===== src/rtl/riscv_ctrl_pkg.sv =====
// Shared encodings for the multi-cycle RV32 control unit: opcodes, FSM states,
// datapath mux selects, ALU-op classes and fault codes.
package riscv_ctrl_pkg;

  localparam logic [6:0] OP_RT   = 7'b0110011;
  localparam logic [6:0] OP_IALU = 7'b0010011;
  localparam logic [6:0] OP_LW   = 7'b0000011;
  localparam logic [6:0] OP_SW   = 7'b0100011;
  localparam logic [6:0] OP_BEQ  = 7'b1100011;
  localparam logic [6:0] OP_JAL  = 7'b1101111;

  typedef enum logic [3:0] {
    S_RESET, S_FETCH, S_DECODE, S_MEMADR, S_MEMREAD, S_MEMWB, S_MEMWRITE,
    S_EXEC_R, S_EXEC_I, S_ALUWB, S_BEQ, S_JAL, S_FAULT
  } state_e;

  localparam logic [1:0] SRCA_PC    = 2'b00;
  localparam logic [1:0] SRCA_OLDPC = 2'b01;
  localparam logic [1:0] SRCA_RS1   = 2'b10;

  localparam logic [1:0] SRCB_RS2   = 2'b00;
  localparam logic [1:0] SRCB_IMM   = 2'b01;
  localparam logic [1:0] SRCB_FOUR  = 2'b10;

  localparam logic [1:0] RES_ALUOUT = 2'b00;
  localparam logic [1:0] RES_MEM    = 2'b01;
  localparam logic [1:0] RES_ALU    = 2'b10;

  localparam logic [1:0] ALUOP_ADD   = 2'b00;
  localparam logic [1:0] ALUOP_SUB   = 2'b01;
  localparam logic [1:0] ALUOP_FUNCT = 2'b10;

  localparam logic [1:0] FLT_NONE    = 2'b00;
  localparam logic [1:0] FLT_ILLEGAL = 2'b01;
  localparam logic [1:0] FLT_TIMEOUT = 2'b10;

  // Wait counter width; a disabled timeout still needs a 1-bit vector.
  function automatic int wait_cnt_width(input int timeout);
    return (timeout > 0) ? $clog2(timeout + 1) : 1;
  endfunction

endpackage


===== src/rtl/mem_wait_timer.sv =====
// Counts consecutive cycles spent waiting for mem_ready in a memory-wait state
// and flags the cycle on which the wait budget runs out.
module mem_wait_timer
  import riscv_ctrl_pkg::*;
#(
  parameter int MEM_TIMEOUT = 16
) (
  input  logic clk,
  input  logic rst_n,
  input  logic active_i,
  input  logic ready_i,
  output logic timeout_o
);

  localparam int CW = wait_cnt_width(MEM_TIMEOUT);
  localparam logic [CW-1:0] LAST = CW'((MEM_TIMEOUT > 0) ? MEM_TIMEOUT - 1 : 0);

  logic [CW-1:0] cnt_q, cnt_d;

  // Held at zero outside wait states, so every entry starts from zero;
  // a completed request also clears it.
  always_comb begin
    cnt_d = cnt_q + CW'(1);
    if (!active_i || ready_i) cnt_d = '0;
  end

  // Counter register.
  always_ff @(posedge clk or negedge rst_n) begin
    if (!rst_n) cnt_q <= '0;
    else        cnt_q <= cnt_d;
  end

  if (MEM_TIMEOUT > 0) begin : g_timeout
    assign timeout_o = active_i && !ready_i && (cnt_q == LAST);
  end else begin : g_no_timeout
    assign timeout_o = 1'b0;
  end

endmodule


===== src/rtl/multicycle_control_fsm.sv =====
// Multi-cycle RV32 control FSM: sequences each instruction through
// fetch/decode/execute/memory/writeback and drives the shared datapath.
//
// state    | meaning
// RESET    | post-reset idle cycle, no outputs
// FETCH    | read instruction at PC, PC += 4 when memory completes
// DECODE   | compute branch target (oldPC + imm), dispatch on opcode
// MEMADR   | compute rs1 + imm for load/store
// MEMREAD  | load request at computed address
// MEMWB    | write loaded data to rd
// MEMWRITE | store request at computed address
// EXEC_R   | register-register ALU op
// EXEC_I   | register-immediate ALU op
// ALUWB    | write ALU result register to rd
// BEQ      | compare rs1/rs2, PC <= target if zero
// JAL      | PC <= target, ALU computes oldPC + 4 for rd
// FAULT    | terminal until reset, only fault code driven
module multicycle_control_fsm
  import riscv_ctrl_pkg::*;
#(
  parameter int OPCODE_W    = 7,
  parameter int ALUOP_W     = 2,
  parameter bit SUPPORT_JAL = 1'b1,
  parameter int MEM_TIMEOUT = 16
) (
  input  logic                clk,
  input  logic                rst_n,
  input  logic [OPCODE_W-1:0] opcode,
  input  logic                mem_ready,
  output logic                mem_req,
  output logic                mem_we,
  output logic                adr_src,
  output logic                ir_write,
  output logic                pc_write,
  output logic                branch,
  output logic                reg_write,
  output logic [1:0]          alu_src_a,
  output logic [1:0]          alu_src_b,
  output logic [1:0]          result_src,
  output logic [ALUOP_W-1:0]  aluop,
  output logic                instr_done,
  output logic [1:0]          fault
);

  state_e     state_q, state_d;
  logic [1:0] fault_q, fault_d;
  logic [1:0] aluop_c;
  logic [6:0] op7;
  logic       wait_active, timeout;

  assign op7         = opcode[6:0];
  assign wait_active = (state_q == S_FETCH) || (state_q == S_MEMREAD) ||
                       (state_q == S_MEMWRITE);

  mem_wait_timer #(.MEM_TIMEOUT(MEM_TIMEOUT)) u_wait (
    .clk       (clk),
    .rst_n     (rst_n),
    .active_i  (wait_active),
    .ready_i   (mem_ready),
    .timeout_o (timeout)
  );

  // State and sticky fault registers.
  always_ff @(posedge clk or negedge rst_n) begin
    if (!rst_n) begin
      state_q <= S_RESET;
      fault_q <= FLT_NONE;
    end else begin
      state_q <= state_d;
      fault_q <= fault_d;
    end
  end

  // Next-state decode; mem_ready beats a same-cycle timeout.
  always_comb begin
    state_d = state_q;
    fault_d = fault_q;
    if (wait_active && !mem_ready && timeout) begin
      state_d = S_FAULT;
      fault_d = FLT_TIMEOUT;
    end else begin
      case (state_q)
        S_RESET:    state_d = S_FETCH;
        S_FETCH:    if (mem_ready) state_d = S_DECODE;
        S_DECODE: begin
          case (op7)
            OP_LW, OP_SW: state_d = S_MEMADR;
            OP_RT:        state_d = S_EXEC_R;
            OP_IALU:      state_d = S_EXEC_I;
            OP_BEQ:       state_d = S_BEQ;
            OP_JAL: begin
              if (SUPPORT_JAL) begin
                state_d = S_JAL;
              end else begin
                state_d = S_FAULT;
                fault_d = FLT_ILLEGAL;
              end
            end
            default: begin
              state_d = S_FAULT;
              fault_d = FLT_ILLEGAL;
            end
          endcase
        end
        S_MEMADR:   state_d = (op7 == OP_LW) ? S_MEMREAD : S_MEMWRITE;
        S_MEMREAD:  if (mem_ready) state_d = S_MEMWB;
        S_MEMWB:    state_d = S_FETCH;
        S_MEMWRITE: if (mem_ready) state_d = S_FETCH;
        S_EXEC_R:   state_d = S_ALUWB;
        S_EXEC_I:   state_d = S_ALUWB;
        S_ALUWB:    state_d = S_FETCH;
        S_BEQ:      state_d = S_FETCH;
        S_JAL:      state_d = S_ALUWB;
        S_FAULT:    state_d = S_FAULT;
        default:    state_d = S_RESET;
      endcase
    end
  end

  // Moore outputs per state; FETCH IR/PC writes and the store retire pulse
  // follow mem_ready so they fire only on the completing cycle.
  always_comb begin
    mem_req    = 1'b0;
    mem_we     = 1'b0;
    adr_src    = 1'b0;
    ir_write   = 1'b0;
    pc_write   = 1'b0;
    branch     = 1'b0;
    reg_write  = 1'b0;
    alu_src_a  = SRCA_PC;
    alu_src_b  = SRCB_RS2;
    result_src = RES_ALUOUT;
    aluop_c    = ALUOP_ADD;
    instr_done = 1'b0;
    case (state_q)
      S_FETCH: begin
        mem_req    = 1'b1;
        ir_write   = mem_ready;
        pc_write   = mem_ready;
        alu_src_b  = SRCB_FOUR;
        result_src = RES_ALU;
      end
      S_DECODE: begin
        alu_src_a = SRCA_OLDPC;
        alu_src_b = SRCB_IMM;
      end
      S_MEMADR: begin
        alu_src_a = SRCA_RS1;
        alu_src_b = SRCB_IMM;
      end
      S_MEMREAD: begin
        mem_req = 1'b1;
        adr_src = 1'b1;
      end
      S_MEMWB: begin
        result_src = RES_MEM;
        reg_write  = 1'b1;
        instr_done = 1'b1;
      end
      S_MEMWRITE: begin
        mem_req    = 1'b1;
        mem_we     = 1'b1;
        adr_src    = 1'b1;
        instr_done = mem_ready;
      end
      S_EXEC_R: begin
        alu_src_a = SRCA_RS1;
        aluop_c   = ALUOP_FUNCT;
      end
      S_EXEC_I: begin
        alu_src_a = SRCA_RS1;
        alu_src_b = SRCB_IMM;
        aluop_c   = ALUOP_FUNCT;
      end
      S_ALUWB: begin
        reg_write  = 1'b1;
        instr_done = 1'b1;
      end
      S_BEQ: begin
        alu_src_a  = SRCA_RS1;
        aluop_c    = ALUOP_SUB;
        branch     = 1'b1;
        instr_done = 1'b1;
      end
      S_JAL: begin
        alu_src_a = SRCA_OLDPC;
        alu_src_b = SRCB_FOUR;
        pc_write  = 1'b1;
      end
      default: ;
    endcase
  end

  assign aluop = ALUOP_W'(aluop_c);
  assign fault = fault_q;

endmodule


===== config.mk =====
export PLATFORM = sky130hd
export DESIGN_NAME = multicycle_control_fsm
export DESIGN_NICKNAME = d
export VERILOG_FILES = /design/src/rtl/riscv_ctrl_pkg.sv /design/src/rtl/mem_wait_timer.sv /design/src/rtl/multicycle_control_fsm.sv
export SDC_FILE = /design/constraint.sdc
export NUM_CORES = 1
export LEC_CHECK = 0
export BUFFER_PORTS_ARGS = -buffer_cell sky130_fd_sc_hd__buf_4
export CORE_UTILIZATION = 49
export DETAILED_ROUTE_END_ITERATION = 16
export PLACE_DENSITY = 0.86
export SLEW_MARGIN = 5
export SYNTH_ARGS = -nofsm -noshare
export SYNTH_HDL_FRONTEND = slang
export SYNTH_SLANG_ARGS = --single-unit
export TNS_END_PERCENT = 1

===== constraint.sdc =====
create_clock -name clk -period 2.1 [get_ports clk]
set_clock_uncertainty 0.1 [all_clocks]
set_input_delay 0.525 -clock clk [delete_from_list [all_inputs] [get_ports clk]]
set_output_delay 0.525 -clock clk [all_outputs]
set_load 0.005 [all_outputs]

### Word-level counts from Yosys, hierarchy flattened

Cells that the tools add are included.

| storage, ports and cells | value |
|---|---|
| memory bits (writable) | 0 |
| memories kept | 0 |
| latch bits | 0 |
| output and inout port bits | 18 |
| register bits | 11 |
| ROM bits | 0 |

| operators by class | value |
|---|---|
| shift operators | 0 |
| multiplexer cells | 23 |
| div/mod/pow operators | 0 |
| add/subtract/negate cells | 1 |
| equal/unequal tests | 23 |
| multiply operators | 0 |
| reduce and logical (&&, ||, !) cells | 25 |
| bitwise logic cells | 0 |
| magnitude comparators | 0 |

Operator list:

| cell | count |
|---|---|
| case mux 4 bit (8 select lines) | 1 |
| == test 4 bit (second input constant) | 5 |
| case mux 4 bit (5 select lines) | 1 |
| == test 4 x 3 -> 1 bit (second input constant) | 4 |
| two-way mux 4 bit | 4 |
| case mux 2 bit (2 select lines) | 4 |
| == test 7 x 6 -> 1 bit (second input constant) | 2 |
| == test 7 bit (second input constant) | 2 |
| OR reduction 2 bit | 6 |
| OR reduction 3 bit | 4 |
| != test 3 x 2 -> 1 bit (second input constant) | 3 |
| == test 4 x 2 -> 1 bit (second input constant) | 2 |
| two-way mux 2 bit | 4 |
| OR reduction 4 bit | 2 |
| == test 7 x 2 -> 1 bit (second input constant) | 1 |
| == test 7 x 5 -> 1 bit (second input constant) | 1 |
| two-way mux 1 bit | 6 |
| OR reduction 6 bit | 1 |
| adder 5 x 1 -> 5 bit (second input constant) | 1 |
| == test 5 x 4 -> 1 bit (second input constant) | 1 |
| two-way mux 5 bit | 1 |
| == test 4 x 1 -> 1 bit (second input constant) | 1 |
| logical NOT 4 bit | 1 |
| case mux 1 bit (2 select lines) | 2 |
| other kinds (7) | 12 |

### Logic depth before layout (Yosys ltp)

| depth | value |
|---|---|
| depth in word-level cells | 8 |
| gate-level depth with buffers | 6 |
| depth with buffers taken out | 6 |

### Modules after synthesis

A second synthesis with hierarchy kept.

| second synthesis, totals | value |
|---|---|
| cells, all modules | 122 |
| area, all modules | 930.9 µm² |

Modules (own cells, without submodules):

| module | area an instance (µm²) | instances | cells each | sequential area each (µm²) |
|---|---|---|---|---|
| multicycle_control_fsm | 695.7 | 1 | 100 | 150.1 |
| mem_wait_timer | 235.2 | 1 | 22 | 125.1 |

### Worst setup path after synthesis

Ideal clock, no wire load.

| timing | value |
|---|---|
| path type | reg-to-output |
| start point | reg state_q[3] |
| end point | out instr_done |
| setup slack | 349 ps |
| arrival | 1126 ps |
| required time | 1475 ps |
| stages on the path, launching flop included | 5 |
| cell sequence | dfrtp_1 -> buf_2 -> nand2b_1 -> nor2_1 -> a211o_1 |

| on the way | value |
|---|---|
| word-level cells in the longest chain between the ends | 3 |

RTL lines:

| item | RTL line | RTL |
|---|---|---|
| start, declared | multicycle_control_fsm.sv:45 | `state_e state_q, state_d;` |
| start signal, assigned | multicycle_control_fsm.sv:69 | `state_q <= state_d;` |
| == test 4 bit or == test 4 x 3 -> 1 bit (tied branches) | multicycle_control_fsm.sv:135 | `case (state_q)` |
| OR reduction 3 bit (no source line) | -- |  |
| case mux 1 bit (2 select lines) (*) | multicycle_control_fsm.sv:135 |  |
| end, declared | multicycle_control_fsm.sv:41 | `output logic instr_done,` |

Mark *: on every way between the ends. The rest lies on a longest branch, timed or not.

### Final worst setup path

Same ends and word-level chain as after synthesis.

==> results.sh <==
export IMPL_outcome="complete, no violations"
export IMPL_top_usage_layer="met2"
export IMPL_setup_viol=0
export IMPL_pwr_density_cell_nw_per_um2=1140
export IMPL_die_area_sq_um=1990
export IMPL_syn_nets=125
export IMPL_worstSetupEndpointType="primary output"
export IMPL_insertion_delay_ns=0.26
export IMPL_cts_sinks=11
export IMPL_clockBufferDepth=2
export IMPL_drv_cap=0
export IMPL_drt_wl_total_microns=2130
export IMPL_start_util_pct=52.1
export IMPL_io_buffers=27
export IMPL_finalCriticalPeriod_ns=2.04
export IMPL_max_slew_margin_pct=75.2
export IMPL_cts_root_buf="clkbuf_4"
export IMPL_critical_path_arrival_ns=1.42
export IMPL_r2r_slack_ns=0.30
export IMPL_r2r_end="state_q[1]"
export IMPL_r2r_start="state_q[1]"
export IMPL_vdd_ir_drop_max_uv=673
export IMPL_min_period_over_period_pct=97.2
export IMPL_antenna_left=0
export IMPL_holdPathEnd="u_wait.cnt_q[0]"
export IMPL_cp_start_kind="flip-flop"
export IMPL_fp_coreArea_sq_um=1710
export IMPL_maxSlewViolCount=0
export IMPL_fill_cells=130
export IMPL_grt_pass1_vias=799
export IMPL_hp_class="flip-flop to flip-flop"
export IMPL_critical_path_max_fanout=10
export IMPL_cts_tree="yes"
export IMPL_synth_top_area_share_pct=30.9
export IMPL_min_path_cells=1
export IMPL_die_w_microns=44.6
export IMPL_cts_buffers=3
export IMPL_antenna_found_initial=0
export IMPL_dp_hpwl_microns=1630
export IMPL_drive_above_1_share_pct=36.4
export IMPL_drt_iter0_drc=11
export IMPL_routabilityCongestion=0.855
export IMPL_crit_type="flip-flop to primary output"
export IMPL_top_level_ports=28
export IMPL_cp_required_ns=1.47
export IMPL_vias=915
export IMPL_yosysSeqAreaShare_pct=30.9
export IMPL_synth_distinct_cells=43
export IMPL_worst_pin_slew_ns=0.372
export IMPL_grt_pass1_wl_microns=3360
export IMPL_max_freq_ghz=0.490
export IMPL_firstDrtPassIters=4
export IMPL_layout_nets=156
export IMPL_rsz0062_at_grt="yes"
export IMPL_avgSynthCellArea_sq_um=7.87
export IMPL_track_usage_pct=22.8
export IMPL_syn2layout_area_growth_pct=34.5
export IMPL_synth_area_sq_um=890
export IMPL_gr_usage_met1_pct=28.2
export IMPL_synth_seq_cells=11
export IMPL_holdWs_ns=0.368
export IMPL_grtUsageMet2_pct=40.0
export IMPL_p_leak_uw=0.000567
export IMPL_dpl_cell_count=161
export IMPL_met3_usage_pct=1.22
export IMPL_vias_per_cell=5.45
export IMPL_synth_top_cell_by_area="dfrtp_1"
export IMPL_hold_start="u_wait.cnt_q[0]"
export IMPL_grt_max_degree=15
export IMPL_reg2reg_depth=6
export IMPL_final_cell_count_no_fill=168
export IMPL_die_y_microns=44.6
export IMPL_rows=15
export IMPL_wl_per_cell_microns=12.7
export IMPL_synth_area_leaders="dfrtp_1 (31%), nor2_1 (6.8%), nand2_1 (5.1%)"
export IMPL_cp_startpoint="state_q[3]"
export IMPL_finalHoldViolations=0
export IMPL_drcViolationCount=0
export IMPL_htreeDepth=1
export IMPL_diodes=0
export IMPL_overflow=0
export IMPL_yosys_warnings=0
export IMPL_synthCells=113
export IMPL_clkTransAtPathRegs_ns=0.07
[worst max-delay path by stage]
stage,to,depth (start not counted)
after global placement,instr_done,4
after detailed placement,instr_done,4
after floorplan,instr_done,4
after global routing,instr_done,4
after CTS,instr_done,4
final,instr_done,4
[report_power, final]
| group | internal (uW) | leakage, uW | switching [uW] | total [uW] |
|---|---|---|---|---|
| Combinational | 471 | 0.000415 | 424 | 895 |
| Clock | 73.3 | 0.0000150 | 67.4 | 141 |
| Sequential | 259 | 0.000138 | 74.3 | 334 |
[cells in the final DEF (no fill, tap or decap), types with 2 or more instances in the layout]
cell and count:
buf_4 32, nand3_1 2, clkbuf_4 3, o21ai_1 3, nor2_1 15, a21oi_2 2
nand2_1 12, dfrtp_2 3, nand4_1 2, nand2b_4 3, nor2_2 2, and3_1 3
or2_2 2, inv_1 4, xor2_1 2, o21ai_0 3, a21oi_1 4, o31ai_1 2
nand2b_1 3, o21a_1 2, ha_1 2, and2_1 2, dfrtp_1 8, a21o_1 3
o22ai_1 2
[logic make-up (layout without fill, tap and decap cells)]
group	count (synthesis)	after routing	synth area share, %
simple gates	55	55	31.6
compound gates	30	30	24.5
flops	11	11	30.9
buf+inv	11	41	6.05
xor+xnor	3	3	2.95
fa+ha+maj	2	2	2.81
mux	1	1	1.13
[synthesized netlist by cell type]
master     instances
a21o_1             3
o31ai_1            2
buf_2              4
o21a_1             2
inv_1              4
or2_1              1
xnor2_1            1
ha_1               2
nor2_2             1
o311a_1            1
and2_1             2
nor2_1            16
or3b_1             1
mux2i_1            1
a21oi_1            5
o21ai_1            3
nand2b_1           7
nand3_1            2
xor2_1             2
or2_2              2
a2111oi_1          1
a22o_1             1
o21ai_0            3
o22ai_1            2
nand4_1            2
nor3_2             1
and2b_1            1
a211o_1            1
a21boi_0           1
a21boi_1           1
and3_1             3
nand3b_1           1
buf_4              2
a41oi_1            1
a21oi_2            1
o22ai_2            1
nor2b_1            1
nand2_1           12
nor3b_1            1
clkbuf_1           1
dfrtp_1           11
or3_1              1
o221ai_2           1
[state kept, by name, indices dropped and copies added, names as in the netlist]
signal        count
u_wait.cnt_q      5
fault             2
state_q           4
[per-stage QoR]
step | TNS [ns] | utilization (%) | total power [uW] | worst slack, ns | area, sq um
after floorplan | 0 | - | 829 | 0.349 | 890
after global placement | 0 | 64.8 | 1100 | 0.209 | 1110
after detailed placement | 0 | 64.8 | 1130 | 0.145 | 1110
after CTS | 0 | 67.9 | 1300 | 0.00597 | 1160
after global routing | -0.0141 | 70.0 | 1470 | -0.0141 | 1200
final | 0 | 70.0 | 1370 | 0.0585 | 1200
[worst max-delay path: stages (launching register included)]
cell and delay (ns):
dfrtp_2 0.45, nand2b_4 0.19, nor2_1 0.08, a211o_1 0.30, buf_4 0.14
[layer usage]
layer / routed length (microns) / share of wire [%]
met1: 966 / 45
met2: 1040 / 49
met3: 89 / 4.2
met4: 37 / 1.7
met5: 0 / 0
[timing repair]
action | 4_1_cts | 5_1_grt
endpoints found under the hold margin | 11 | 0
resized for setup | 6 | 5
buffers inserted | 0 | 2
endpoints found under the setup margin | 2 | 3
hold buffers | 1 | 0
[layout make-up]
cell class / instances / area (sq um) / area share [%]
multi-input cells: 91 / 594 / 49.7
flip-flops and latches: 11 / 279 / 23.3
repair buffers: 33 / 250 / 20.9
well taps: 25 / 31.3 / 2.62
clock buffers: 4 / 26.3 / 2.20
inverters: 4 / 15.0 / 1.26
Note: power is estimated with default switching activity, not from simulation.
